[src/rtl/cpu_trace_buffer_if.sv]
// Bus bundle for the execution-trace capture unit: control, CPU snoop inputs,
// readback index and the capture status/readback outputs.
// Handshake: there is no backpressure. sample_i is a plain per-cycle
// qualifier (one retired instruction per high cycle) and every sample is
// consumed on the edge it is presented; arm_i/abort_i are single-cycle pulses.
interface cpu_trace_buffer_if #(
   parameter int PC_W   = 5,
   parameter int INS_W  = 8,
   parameter int DATA_W = 8,
   parameter int DEPTH  = 8
);
   localparam int PTR_W   = $clog2(DEPTH);
   localparam int ENTRY_W = PC_W + INS_W + DATA_W + 2;

   logic               arm_i;
   logic               abort_i;
   logic               trig_en_i;
   logic [PC_W-1:0]    trig_pc_i;
   logic [PTR_W-1:0]   post_cnt_i;
   logic               sample_i;
   logic [PC_W-1:0]    pc_i;
   logic [INS_W-1:0]   ins_i;
   logic [DATA_W-1:0]  acc_i;
   logic [1:0]         sw_i;
   logic [PTR_W:0]     rd_idx_i;
   logic [ENTRY_W-1:0] rd_data_o;
   logic [1:0]         state_o;
   logic               done_o;
   logic [PTR_W:0]     count_o;
   logic [PTR_W-1:0]   trig_pos_o;
   logic               overflow_o;

   modport master (
      output arm_i, abort_i, trig_en_i, trig_pc_i, post_cnt_i,
      output sample_i, pc_i, ins_i, acc_i, sw_i, rd_idx_i,
      input  rd_data_o, state_o, done_o, count_o, trig_pos_o, overflow_o
   );

   modport slave (
      input  arm_i, abort_i, trig_en_i, trig_pc_i, post_cnt_i,
      input  sample_i, pc_i, ins_i, acc_i, sw_i, rd_idx_i,
      output rd_data_o, state_o, done_o, count_o, trig_pos_o, overflow_o
   );
endinterface

[src/rtl/cpu_trace_buffer.sv]
// Execution-trace capture unit for the accumulator CPU. Records retired
// instruction state into a circular buffer with pre-trigger history, a
// PC-match (or first-sample) trigger and a programmable post-trigger count.
// Entries are read back oldest-first through a registered read port.
module cpu_trace_buffer #(
   parameter int PC_W   = 5,
   parameter int INS_W  = 8,
   parameter int DATA_W = 8,
   parameter int DEPTH  = 8
) (
   input logic              clk_i,
   input logic              reset,
   cpu_trace_buffer_if.slave bus
);
   localparam int PTR_W   = $clog2(DEPTH);
   localparam int ENTRY_W = PC_W + INS_W + DATA_W + 2;
   localparam logic [PTR_W:0] CNT_FULL = (PTR_W+1)'(DEPTH);

   typedef enum logic [1:0] {
      ST_IDLE      = 2'd0,
      ST_ARMED     = 2'd1,
      ST_TRIGGERED = 2'd2,
      ST_DONE      = 2'd3
   } state_t;

   state_t             state;
   logic [PTR_W-1:0]   wr_ptr;
   logic [PTR_W:0]     count;
   logic [PTR_W-1:0]   trig_pos;
   logic [PTR_W-1:0]   post_lat;
   logic [PTR_W-1:0]   remaining;
   logic               overflow;
   logic [ENTRY_W-1:0] rd_data;

   logic [ENTRY_W-1:0] mem [DEPTH];

   logic               capturing;
   logic               wr_en;
   logic               trig_hit;
   logic [ENTRY_W-1:0] wr_entry;
   logic [PTR_W:0]     rd_sum;
   logic [PTR_W-1:0]   rd_addr;
   logic               rd_valid;

   // Write qualification: arm/abort take the cycle, so a coincident sample is dropped.
   always_comb begin
      capturing = (state == ST_ARMED) || (state == ST_TRIGGERED);
      wr_en     = capturing && bus.sample_i && !bus.abort_i && !bus.arm_i;
      trig_hit  = bus.trig_en_i ? (bus.pc_i == bus.trig_pc_i) : 1'b1;
      wr_entry  = {bus.pc_i, bus.ins_i, bus.acc_i, bus.sw_i};
      // Oldest valid entry sits count slots behind the write pointer.
      rd_sum    = {1'b0, wr_ptr} - count + bus.rd_idx_i;
      rd_addr   = rd_sum[PTR_W-1:0];
      rd_valid  = bus.rd_idx_i < count;
   end

   // Capture FSM: arming, pointer/count bookkeeping, trigger and post-trigger countdown.
   always_ff @(posedge clk_i or negedge reset) begin
      if (!reset) begin
         state     <= ST_IDLE;
         wr_ptr    <= '0;
         count     <= '0;
         trig_pos  <= '0;
         post_lat  <= '0;
         remaining <= '0;
         overflow  <= 1'b0;
      end else if (bus.abort_i) begin
         // Buffer, count, trigger position and overflow are kept for readback.
         state <= ST_IDLE;
      end else if (bus.arm_i) begin
         state    <= ST_ARMED;
         wr_ptr   <= '0;
         count    <= '0;
         overflow <= 1'b0;
         post_lat <= bus.post_cnt_i;
      end else if (wr_en) begin
         wr_ptr <= wr_ptr + 1'b1;
         if (count == CNT_FULL) begin
            overflow <= 1'b1;
         end else begin
            count <= count + 1'b1;
         end
         if (state == ST_ARMED) begin
            if (trig_hit) begin
               trig_pos <= wr_ptr;
               if (post_lat == '0) begin
                  state <= ST_DONE;
               end else begin
                  remaining <= post_lat;
                  state     <= ST_TRIGGERED;
               end
            end
         end else begin
            remaining <= remaining - 1'b1;
            if (remaining == PTR_W'(1)) begin
               state <= ST_DONE;
            end
         end
      end
   end

   // Trace RAM write port; contents deliberately survive reset and abort.
   always_ff @(posedge clk_i) begin
      if (wr_en) begin
         mem[wr_ptr] <= wr_entry;
      end
   end

   // Registered readback; reads the pre-write contents on an address collision.
   always_ff @(posedge clk_i or negedge reset) begin
      if (!reset) begin
         rd_data <= '0;
      end else begin
         rd_data <= rd_valid ? mem[rd_addr] : '0;
      end
   end

   assign bus.rd_data_o  = rd_data;
   assign bus.state_o    = state;
   assign bus.done_o     = (state == ST_DONE);
   assign bus.count_o    = count;
   assign bus.trig_pos_o = trig_pos;
   assign bus.overflow_o = overflow;
endmodule

[src/flat_wrapper.sv]
// flat-port wrapper written by rule: the top's interface ports become plain ports
module cpu_trace_buffer_flat 
#(
   parameter int PC_W   = 5,
   parameter int INS_W  = 8,
   parameter int DATA_W = 8,
   parameter int DEPTH  = 8
)
  (clk_i, reset, bus_arm_i, bus_abort_i, bus_trig_en_i, bus_trig_pc_i, bus_post_cnt_i, bus_sample_i, bus_pc_i, bus_ins_i, bus_acc_i, bus_sw_i, bus_rd_idx_i, bus_rd_data_o, bus_state_o, bus_done_o, bus_count_o, bus_trig_pos_o, bus_overflow_o);
  cpu_trace_buffer_if #(.PC_W(PC_W), .INS_W(INS_W), .DATA_W(DATA_W), .DEPTH(DEPTH)) bus_i ();
  input logic clk_i;
  input logic reset;
  input wire logic [$bits(bus_i.arm_i)-1:0] bus_arm_i;
  input wire logic [$bits(bus_i.abort_i)-1:0] bus_abort_i;
  input wire logic [$bits(bus_i.trig_en_i)-1:0] bus_trig_en_i;
  input wire logic [$bits(bus_i.trig_pc_i)-1:0] bus_trig_pc_i;
  input wire logic [$bits(bus_i.post_cnt_i)-1:0] bus_post_cnt_i;
  input wire logic [$bits(bus_i.sample_i)-1:0] bus_sample_i;
  input wire logic [$bits(bus_i.pc_i)-1:0] bus_pc_i;
  input wire logic [$bits(bus_i.ins_i)-1:0] bus_ins_i;
  input wire logic [$bits(bus_i.acc_i)-1:0] bus_acc_i;
  input wire logic [$bits(bus_i.sw_i)-1:0] bus_sw_i;
  input wire logic [$bits(bus_i.rd_idx_i)-1:0] bus_rd_idx_i;
  output wire logic [$bits(bus_i.rd_data_o)-1:0] bus_rd_data_o;
  output wire logic [$bits(bus_i.state_o)-1:0] bus_state_o;
  output wire logic [$bits(bus_i.done_o)-1:0] bus_done_o;
  output wire logic [$bits(bus_i.count_o)-1:0] bus_count_o;
  output wire logic [$bits(bus_i.trig_pos_o)-1:0] bus_trig_pos_o;
  output wire logic [$bits(bus_i.overflow_o)-1:0] bus_overflow_o;
  assign bus_i.arm_i = bus_arm_i;
  assign bus_i.abort_i = bus_abort_i;
  assign bus_i.trig_en_i = bus_trig_en_i;
  assign bus_i.trig_pc_i = bus_trig_pc_i;
  assign bus_i.post_cnt_i = bus_post_cnt_i;
  assign bus_i.sample_i = bus_sample_i;
  assign bus_i.pc_i = bus_pc_i;
  assign bus_i.ins_i = bus_ins_i;
  assign bus_i.acc_i = bus_acc_i;
  assign bus_i.sw_i = bus_sw_i;
  assign bus_i.rd_idx_i = bus_rd_idx_i;
  assign bus_rd_data_o = bus_i.rd_data_o;
  assign bus_state_o = bus_i.state_o;
  assign bus_done_o = bus_i.done_o;
  assign bus_count_o = bus_i.count_o;
  assign bus_trig_pos_o = bus_i.trig_pos_o;
  assign bus_overflow_o = bus_i.overflow_o;
  cpu_trace_buffer #(.PC_W(PC_W), .INS_W(INS_W), .DATA_W(DATA_W), .DEPTH(DEPTH)) u_core (.clk_i(clk_i), .reset(reset), .bus(bus_i));
endmodule
[config.mk]
export PLATFORM = sky130hd
export DESIGN_NAME = cpu_trace_buffer_flat
export DESIGN_NICKNAME = d
export VERILOG_FILES = /design/src/rtl/cpu_trace_buffer_if.sv /design/src/rtl/cpu_trace_buffer.sv /design/src/flat_wrapper.sv
export SDC_FILE = /design/constraint.sdc
export NUM_CORES = 1
export LEC_CHECK = 0
export ABC_AREA = 0
export CORE_ASPECT_RATIO = 0.5
export CORE_MARGIN = 1
export CORE_UTILIZATION = 56
export CTS_CLUSTER_SIZE = 28
export DETAILED_ROUTE_END_ITERATION = 8
export PLACE_DENSITY_LB_ADDON = 0.2
export SYNTH_ARGS = -nofsm -noshare
export SYNTH_HDL_FRONTEND = slang
export SYNTH_SLANG_ARGS = --single-unit
[constraint.sdc]
create_clock -name clk_i -period 10.2 [get_ports clk_i]
set_input_delay 2.04 -clock clk_i [delete_from_list [all_inputs] [get_ports clk_i]]
set_output_delay 2.04 -clock clk_i [all_outputs]
set_load 0.02 [all_outputs]
[Word-level counts from Yosys, hierarchy flattened]
Memory sizes are Yosys's and may differ from the RTL's.
Cells that the tools add are included.
Word-level totals
  output and inout port bits: 34
  word-level logic and storage cells: 67
  RAM bits: 184
  memories kept: 1
  flip-flop bits (word level): 42
Cells by class
  bitwise gates (word level): 2
  equal/unequal tests: 10
  multiplexer cells: 22
  $lt $le $gt $ge: 1
  add/subtract/negate cells: 5
  reduce and logical (&&, ||, !) cells: 18
Memory list
  u_core.mem: depth 8, bits a word 23, rd ports 1, clocked after Yosys merged registers in 0, wr ports 1, RTL line cpu_trace_buffer.sv:35  | logic [ENTRY_W-1:0] mem [DEPTH];
Operators by type and width (number)
  two-way mux 23 bit: 1
  two-way mux 3 bit: 5
  two-way mux 2 bit: 6
  two-way mux 4 bit: 3
  AND reduction 5 bit: 2
  AND reduction 3 bit: 3
  two-way mux 1 bit: 7
  equality test 5 bit: 1
  adder 4 x 1 -> 4 bit (second input constant): 1
  equality test 2 bit (second input constant): 2
  equality test 4 bit (second input constant): 1
  less-than comparator 4 bit: 1
  inequality test 2 bit (second input constant): 2
  inequality test 4 x 3 -> 1 bit (second input constant): 1
  AND reduction 2 bit: 2
  nonzero test 2 bit: 2
  nonzero test 4 bit: 1
  adder 3 x 1 -> 3 bit (second input constant): 1
  adder 3 bit: 1
  equality test 3 x 1 -> 1 bit (second input constant): 1
  logical AND 1 bit: 3
  logical NOT 3 bit: 1
  nonzero test 3 bit: 1
  subtractor 3 x 1 -> 3 bit (second input constant): 1
  6 further kinds: 8

[Logic depth before layout (Yosys ltp)]
Gate-level depths: netlist of the first run.
  depth in word-level cells: 8
  depth in mapped cells: 11
  depth with buffers taken out: 10

[Least setup slack after synthesis of the first run]
No wires, ideal clock.
  path kind: input to register
  start point: in bus_arm_i
  end point: mem u_core.mem[2][0] (netlist bit), enable pin
  arrival time: 4.229 ns
  cell stages on the path: 4
  data required time: 9.768 ns
  path buffers: 1
  library setup time: 0.432 ns
  setup slack: 5.539 ns
  cells stage by stage: buf_6 nor3_4 nand2_1 nor3_1
Between the ends
  longest elaborated chain between the ends: 4
RTL lines
  start, declared: RTL line flat_wrapper.sv:13  | input wire logic [$bits(bus_i.arm_i)-1:0] bus_arm_i;
  logical NOT 1 bit: RTL line cpu_trace_buffer.sv:48  | wr_en = capturing && bus.sample_i && !bus.abort_i && !bus.arm_i;
  logical AND 1 bit: RTL line cpu_trace_buffer.sv:48
  two-way mux 1 bit: RTL line cpu_trace_buffer.sv:104  | if (wr_en) begin
  two-way mux 1 bit (not written as such): RTL line cpu_trace_buffer.sv:105  | mem[wr_ptr] <= wr_entry;
  end, declared: RTL line cpu_trace_buffer.sv:35
Every way passes these cells.

[Worst setup path in the final report of the first run]
  start point: in bus_rd_idx_i[1]
  end point: reg u_core.rd_data[10], in the netlist u_core.bus.rd_data_o[10]
Between the ends
  longest elaborated chain between the ends: 3
RTL lines
  start, declared: RTL line flat_wrapper.sv:23  | input wire logic [$bits(bus_i.rd_idx_i)-1:0] bus_rd_idx_i;
  adder 3 bit: RTL line cpu_trace_buffer.sv:52  | rd_sum = {1'b0, wr_ptr} - count + bus.rd_idx_i;
  memory (8 x 23 bit)
  two-way mux 23 bit (*): RTL line cpu_trace_buffer.sv:114  | rd_data <= rd_valid ? mem[rd_addr] : '0;
  end signal, assigned: RTL line cpu_trace_buffer.sv:114
  end, declared: RTL line cpu_trace_buffer.sv:33  | logic [ENTRY_W-1:0] rd_data;
Mark *: on every way between the ends. The rest lies on a longest branch, timed or not.
A chain may end at the register's enable or synchronous reset.

==> impl_results.md, run 1 <==
- Final Power: ~2.3 mW
- # setup viols final: 0
- Max-cap check violation count: 0
- Layout cells sized above 1: 0.171
- Crit-path max FO: 46
- Cts bufs inserted: 20
- Maximum number of pins on one net before global-route repair: 47
- Post-cts repair resize count: 0
- Vias in the first global route: roughly 4,600
- Cts hold-fix bufs: 0
- Leading cell type in the layout, fill and taps excluded: edfxtp_1
- Peak VDD IR: around 0.00012 V
- Area grow syn2layout: 18.2%
- Crit share post-route: 0.434
- Antenna cells: 0
- RR Endpoint: u_core.bus.rd_data_o[10]$_DFF_PN0_
- H-tree depth reported by CTS: 1
- Crit path from: bus_rd_idx_i[1]
- GRT Util Overall: 0.212
- Routed WL: approximately 16 mm
- Filler Cell Count: around 1,000
- Grt total ovfl: 0
- Die span in y: 91.2 µm
- Clock-pin slew on the worst setup and hold paths: around 0.06 ns
- Sum Neg Setup Slack: 0 ns
- WL/cell: between 20 and 25 µm
- Clock latency on the worst-skew pair: 0.49 ns
- Max_slew headroom: 0.286
- Leakage: between 3 and 4 nW
- Final Slew Violations: 0
- Initial antenna violation count: 0
- Register-to-Register Setup Slack: approximately 7 ns
- Final hold violations: 0
- CTS tree: done
- Clock sinks: approximately 230
- CTS max path bufs: 3
- Most frequent cells in the layout: edfxtp_1, clkdlybuf4s50_1, nand2_1
- DR vias: 4,416
- Placed insts: approximately 750
- Clock Skew: 0.00934 ns
- Hold_ws: approximately 0.49 ns
- Worst Hold Depth: 1
- Flip-flop and latch count after synthesis: ~230
- Sequential Area: 6580 µm²
- Non-filler cells, final: around 800
- Synth Net Count: 540
- Worst r2r src: u_core.wr_ptr[0]$_DFFE_PN0P_
- DPL Wire Length: between 9 and 10 mm
- DR DRC count: 0
- Fmax achieved: roughly 230 MHz
- Leading area contributor after synthesis: edfxtp_1
- DRT Pass-1 Iters: 4
- Mapped Cells: 485
- First-pass GRT wire length: between 20 and 30 mm
- Via density: approximately 5.6
- Critical Path End: u_core.bus.rd_data_o[10]$_DFF_PN0_
- Die area: 16,400 µm²
- Setup crit end kind: register
- Synth area leaders: edfxtp_1, dfrtp_1, mux4_2, nand2_1, ha_1
- Top cell type's share of synthesized area: 0.620
- Total core area: 15,500 µm²
- Multi-input gate area: roughly 2200 µm²
- Setup bufs post-CTS: 0
- Initial Util: 0.576
- Nets@finish: 621
- YS warnings: 0
- HP Class: register to register
- Crit path kind: primary input to register
- Data arrival, critical path: roughly 4.7 ns
- RSZ-0062 raised after global routing: false
- Post-synth EDFFs: roughly 180
- Num ports: 75
- Chip Width: 180 µm
- PwrDens: roughly 220 nW/µm²
- Worst Reg-to-Reg Cells: 10
- Finished Cell Area: 10,500 µm²
- Post-Synthesis Cell Area: between 8000 and 9000 µm²
- Library cells used by synthesis: 40
- Sequential share of the synthesized area: 0.739
- Row cnt: 32
- Minimum clock period: between 4 and 5 ns
- GP Congestion: 0.786
- Status: completed
- Avg Cell Area, Syn: around 18 µm²
- Crit path launch type: primary input
- Ys async rst share: 0.186
- Antenna viol nets, final: 0
- Tightest Pin Transition: ~1.1 ns
- Input/output buffers: 74
- Root buf cell: clkbuf_16
- Data required, critical path: about 11 ns
- DP Area: between 9000 and 10,000 µm²
- 1st-iter DRT viols: ~320
- Synth Flop Type: edfxtp_1
==> routing by layer <==
metal / wire length, µm / GRT usage / part of all wire / vias to the layer above
met4: 161 / 0.0313 / 0.0098 / 0
met1: 7470 / 0.312 / 0.46 / 2244
met5: 0 / 0 / 0 / -
li1: - / - / - / 2020
met3: 1020 / 0.0401 / 0.062 / 19
met2: 7760 / 0.342 / 0.47 / 133
==> logic make-up (layout without fill, tap and decap cells) <==
kind of cell / Yosys count / after routing / share of synthesized area
flops: 226 / 226 / 0.739
simple gates: 103 / 103 / 0.0502
mux: 54 / 54 / 0.126
compound gates: 43 / 43 / 0.0285
buf+inv: 34 / 128 / 0.0214
fa+ha+maj: 14 / 14 / 0.0214
xor+xnor: 11 / 11 / 0.0142
==> final cells by class <==
cell class | count | area share
Tap cell | 204 | 0.0243
Sequential cell | 226 | 0.625
Clock buffer | 28 | 0.0534
Clock inverter | 7 | 0.00808
Inverter | 14 | 0.00499
Timing Repair Buffer | 79 | 0.0735
Multi-Input combinational cell | 225 | 0.211
==> synth_stat cells (5+ instances only) <==
master and count:
nand3_1 5, edfxtp_1 184, clkbuf_1 7, xor2_1 5, inv_1 14, mux4_2 46, o21ai_0 5, nor3_1 5
a21oi_1 25, buf_6 5, ha_1 12, nand2_1 65, nor2_1 17, dfrtp_1 42, buf_4 6
==> stage by stage <==
step	setup slack, ns	utilization
floorplan	5.54	-
global placement	5.26	0.639
detailed placement	5.26	0.639
CTS	5.75	0.681
global route	5.67	0.681
finish	5.77	0.681
==> worst max-delay path: stages <==
cell	delay, ns
clkdlybuf4s50_1	0.48
inv_1	0.06
fa_1	0.47
fa_2	0.53
buf_4	0.54
mux4_2	0.40
nand2_1	0.09
a21oi_1	0.08
==> sequential cells by signal, summed over array words and instances (netlist names) <==
name	flops
u_core.mem	184
u_core.bus.rd_data_o	23
u_core.bus.count_o	4
u_core.bus.trig_pos_o	3
u_core.post_lat	3
u_core.remaining	3
u_core.wr_ptr	3
u_core.bus.state_o	2
u_core.bus.overflow_o	1
==> report_power, final <==
part	internal, mW	total, mW	switching (mW)
registers	1.03	1.05	0.0199
logic	0.233	0.499	0.267
clock network	0.436	0.748	0.313
==> worst min path at each step <==
stage	startpoint	to	slack, ns
after global routing	u_core.bus.overflow_o$_DFFE_PN0P_	u_core.bus.overflow_o$_DFFE_PN0P_	0.51
after detailed placement	u_core.bus.overflow_o$_DFFE_PN0P_	u_core.bus.overflow_o$_DFFE_PN0P_	0.48
final	u_core.bus.overflow_o$_DFFE_PN0P_	u_core.bus.overflow_o$_DFFE_PN0P_	0.49
after global placement	u_core.bus.overflow_o$_DFFE_PN0P_	u_core.bus.overflow_o$_DFFE_PN0P_	0.48
after floorplan	u_core.post_lat[2]$_DFFE_PN0P_	u_core.post_lat[2]$_DFFE_PN0P_	0.46
after CTS	u_core.bus.overflow_o$_DFFE_PN0P_	u_core.bus.overflow_o$_DFFE_PN0P_	0.50
Power figures use the tool's default switching activity.
==> run 2, diff against run 1 <==
Clock period 10.2 ns to 4.1 ns, I/O delays scaled along.
==> impl_results.md, run 2 (synthesis gave the netlist of run 1 again) <==
- Sw frac: 0.268
- Worst Reg-to-Reg Cells: 11
- Final core occ: 0.681
- GP Congestion: 0.775
- First-pass GRT wire length: between 20 and 30 mm
- Via density: 5.75
- Nets@finish: 631
- Clock latency on the worst-skew pair: ~0.5 ns
- Final Power: 5.56 mW
- Routed WL: 17.0 mm
- Total core area: between 15,000 and 20,000 µm²
- Crit-path max FO: 11
- Met3 usage: 0.0345
- DP Area: around 10000 µm²
- Clock sinks: 226
- Crit share post-route: 0.718
- Setup crit end kind: register
- CTS max path bufs: 3
- Input/output buffers: between 70 and 80
- Status: completed
- Setup bufs post-CTS: 0
- Filler Cell Count: around 1,000
- Chip Width: 180 µm
- Crit path kind: primary input to register
- Finished Cell Area: ~11,000 µm²
- Antenna cells: 0
- Grt total ovfl: 0
- H-tree depth reported by CTS: 1
- Largest register by flop count: u_core.mem
- Leading cell type in the layout, fill and taps excluded: edfxtp_1
- Vias in the first global route: ~4,600
- Area grow syn2layout: 18.1%
- Num ports: 75
- DR DRC count: 0
- Data arrival, critical path: between 3 and 4 ns
- Most frequent cells in the layout: edfxtp_1, clkdlybuf4s50_1, nand2_1
- CTS tree: done
- Fmax achieved: 340 MHz
- 1st-iter DRT viols: 284
- DR vias: between 4,000 and 5,000
- Final hold violations: 0
- DRT Pass-1 Iters: 4
- Clock Skew: slightly below 0.009 ns
- WL/cell: ~22 µm
- Tightest Pin Transition: between 1 and 1.5 ns
- Max-cap check violation count: 0
- Combinational share of power: 0.234
- Pint: 4.07 mW
- Leakage: approximately 3.7 nW
- GRT busiest layer: met2
- Cts hold-fix bufs: 0
- Row cnt: 32
- Minimum clock period: around 2.9 ns
- Peak VDD IR: ~0.00028 V
- Post-cts repair resize count: 0
- DPL Wire Length: slightly below 10 mm
- Antenna viol nets, final: 0
- Sum Neg Setup Slack: 0 ns
- Crit path launch type: primary input
- P_sw: 1.49 mW
- Sequential Power Share: 0.471
- Grt met1 use: 0.326
- GRT met2 Usage: 0.349
- Final Slew Violations: 0
- GRT Util Overall: 0.218
- Root buf cell: clkbuf_16
- Maximum number of pins on one net before global-route repair: 47
- Clock power frac: 0.295
- Clock-pin slew on the worst setup and hold paths: roughly 0.070 ns
- Initial Util: 0.576
- PwrDens: ~530 nW/µm²
- Initial antenna violation count: 0
- Worst Hold Depth: 1
- Layout cells sized above 1: 0.184
- HP Class: register to register
- RSZ-0062 raised after global routing: false
- # setup viols final: 0
- Die area: approximately 16,000 µm²
- Data required, critical path: approximately 4.5 ns
- Die span in y: about 90 µm
- Max reg flops: 184
- Cts bufs inserted: 19
- Hold_ws: 0.512 ns
- Max_slew headroom: 0.261
run 2: path summary, 6_finish.rpt:
check	start	end	slack [ns]
worst max-delay path	bus_rd_idx_i[1]	u_core.bus.rd_data_o[14]$_DFF_PN0_	1.15
worst min-delay path	u_core.bus.overflow_o$_DFFE_PN0P_	u_core.bus.overflow_o$_DFFE_PN0P_	0.51
worst max register to register	u_core.wr_ptr[0]$_DFFE_PN0P_	u_core.bus.rd_data_o[14]$_DFF_PN0_	1.33
worst min register to register	u_core.bus.overflow_o$_DFFE_PN0P_	u_core.bus.overflow_o$_DFFE_PN0P_	0.51
max in group asynchronous	reset	u_core.bus.rd_data_o[10]$_DFF_PN0_	2.87
min in group asynchronous	reset	u_core.post_lat[2]$_DFFE_PN0P_	0.55
run 2: per-layer routing:
metal / vias to the layer above / part of all wire
met5: - / 0
met4: 0 / 0.014
met3: 26 / 0.049
met2: 120 / 0.48
met1: 2372 / 0.46
li1: 2036 / -
run 2: power groups by stage:
stage                     combinational, mW  clock (mW)  sequential, mW
after global routing                   1.41        1.75            2.63
after floorplan                       0.785           0            2.74
after detailed placement               1.30           0            2.67
after global placement                 1.29           0            2.67
final                                  1.30        1.64            2.62
after CTS                              1.31        1.67            2.62
run 2: through the flow:
step,instances,worst slack [ns]
3_3_place_gp,759,0.667
6_report,792,1.15
2_1_floorplan,485,0.659
3_5_place_dp,759,0.655
4_1_cts,792,1.17
5_1_grt,792,1.01
run 2: critical path: stages:
cell,delay [ns]
clkdlybuf4s50_1,0.49
inv_1,0.06
fa_1,0.48
fa_2,0.37
xor2_2,0.19
xnor2_2,0.35
buf_4,0.31
nand2_1,0.07
a21oi_1,0.20
run 2: final cells by class:
cell class              count  area [µm²]  area share
flip-flops and latches    226        6580       0.625
multi-input cells         225        2180       0.207
repair buffers             90         906      0.0861
clock buffers              26         512      0.0487
well taps                 204         255      0.0243
inverters                  14        52.6     0.00500
clock inverters             7        37.5     0.00357
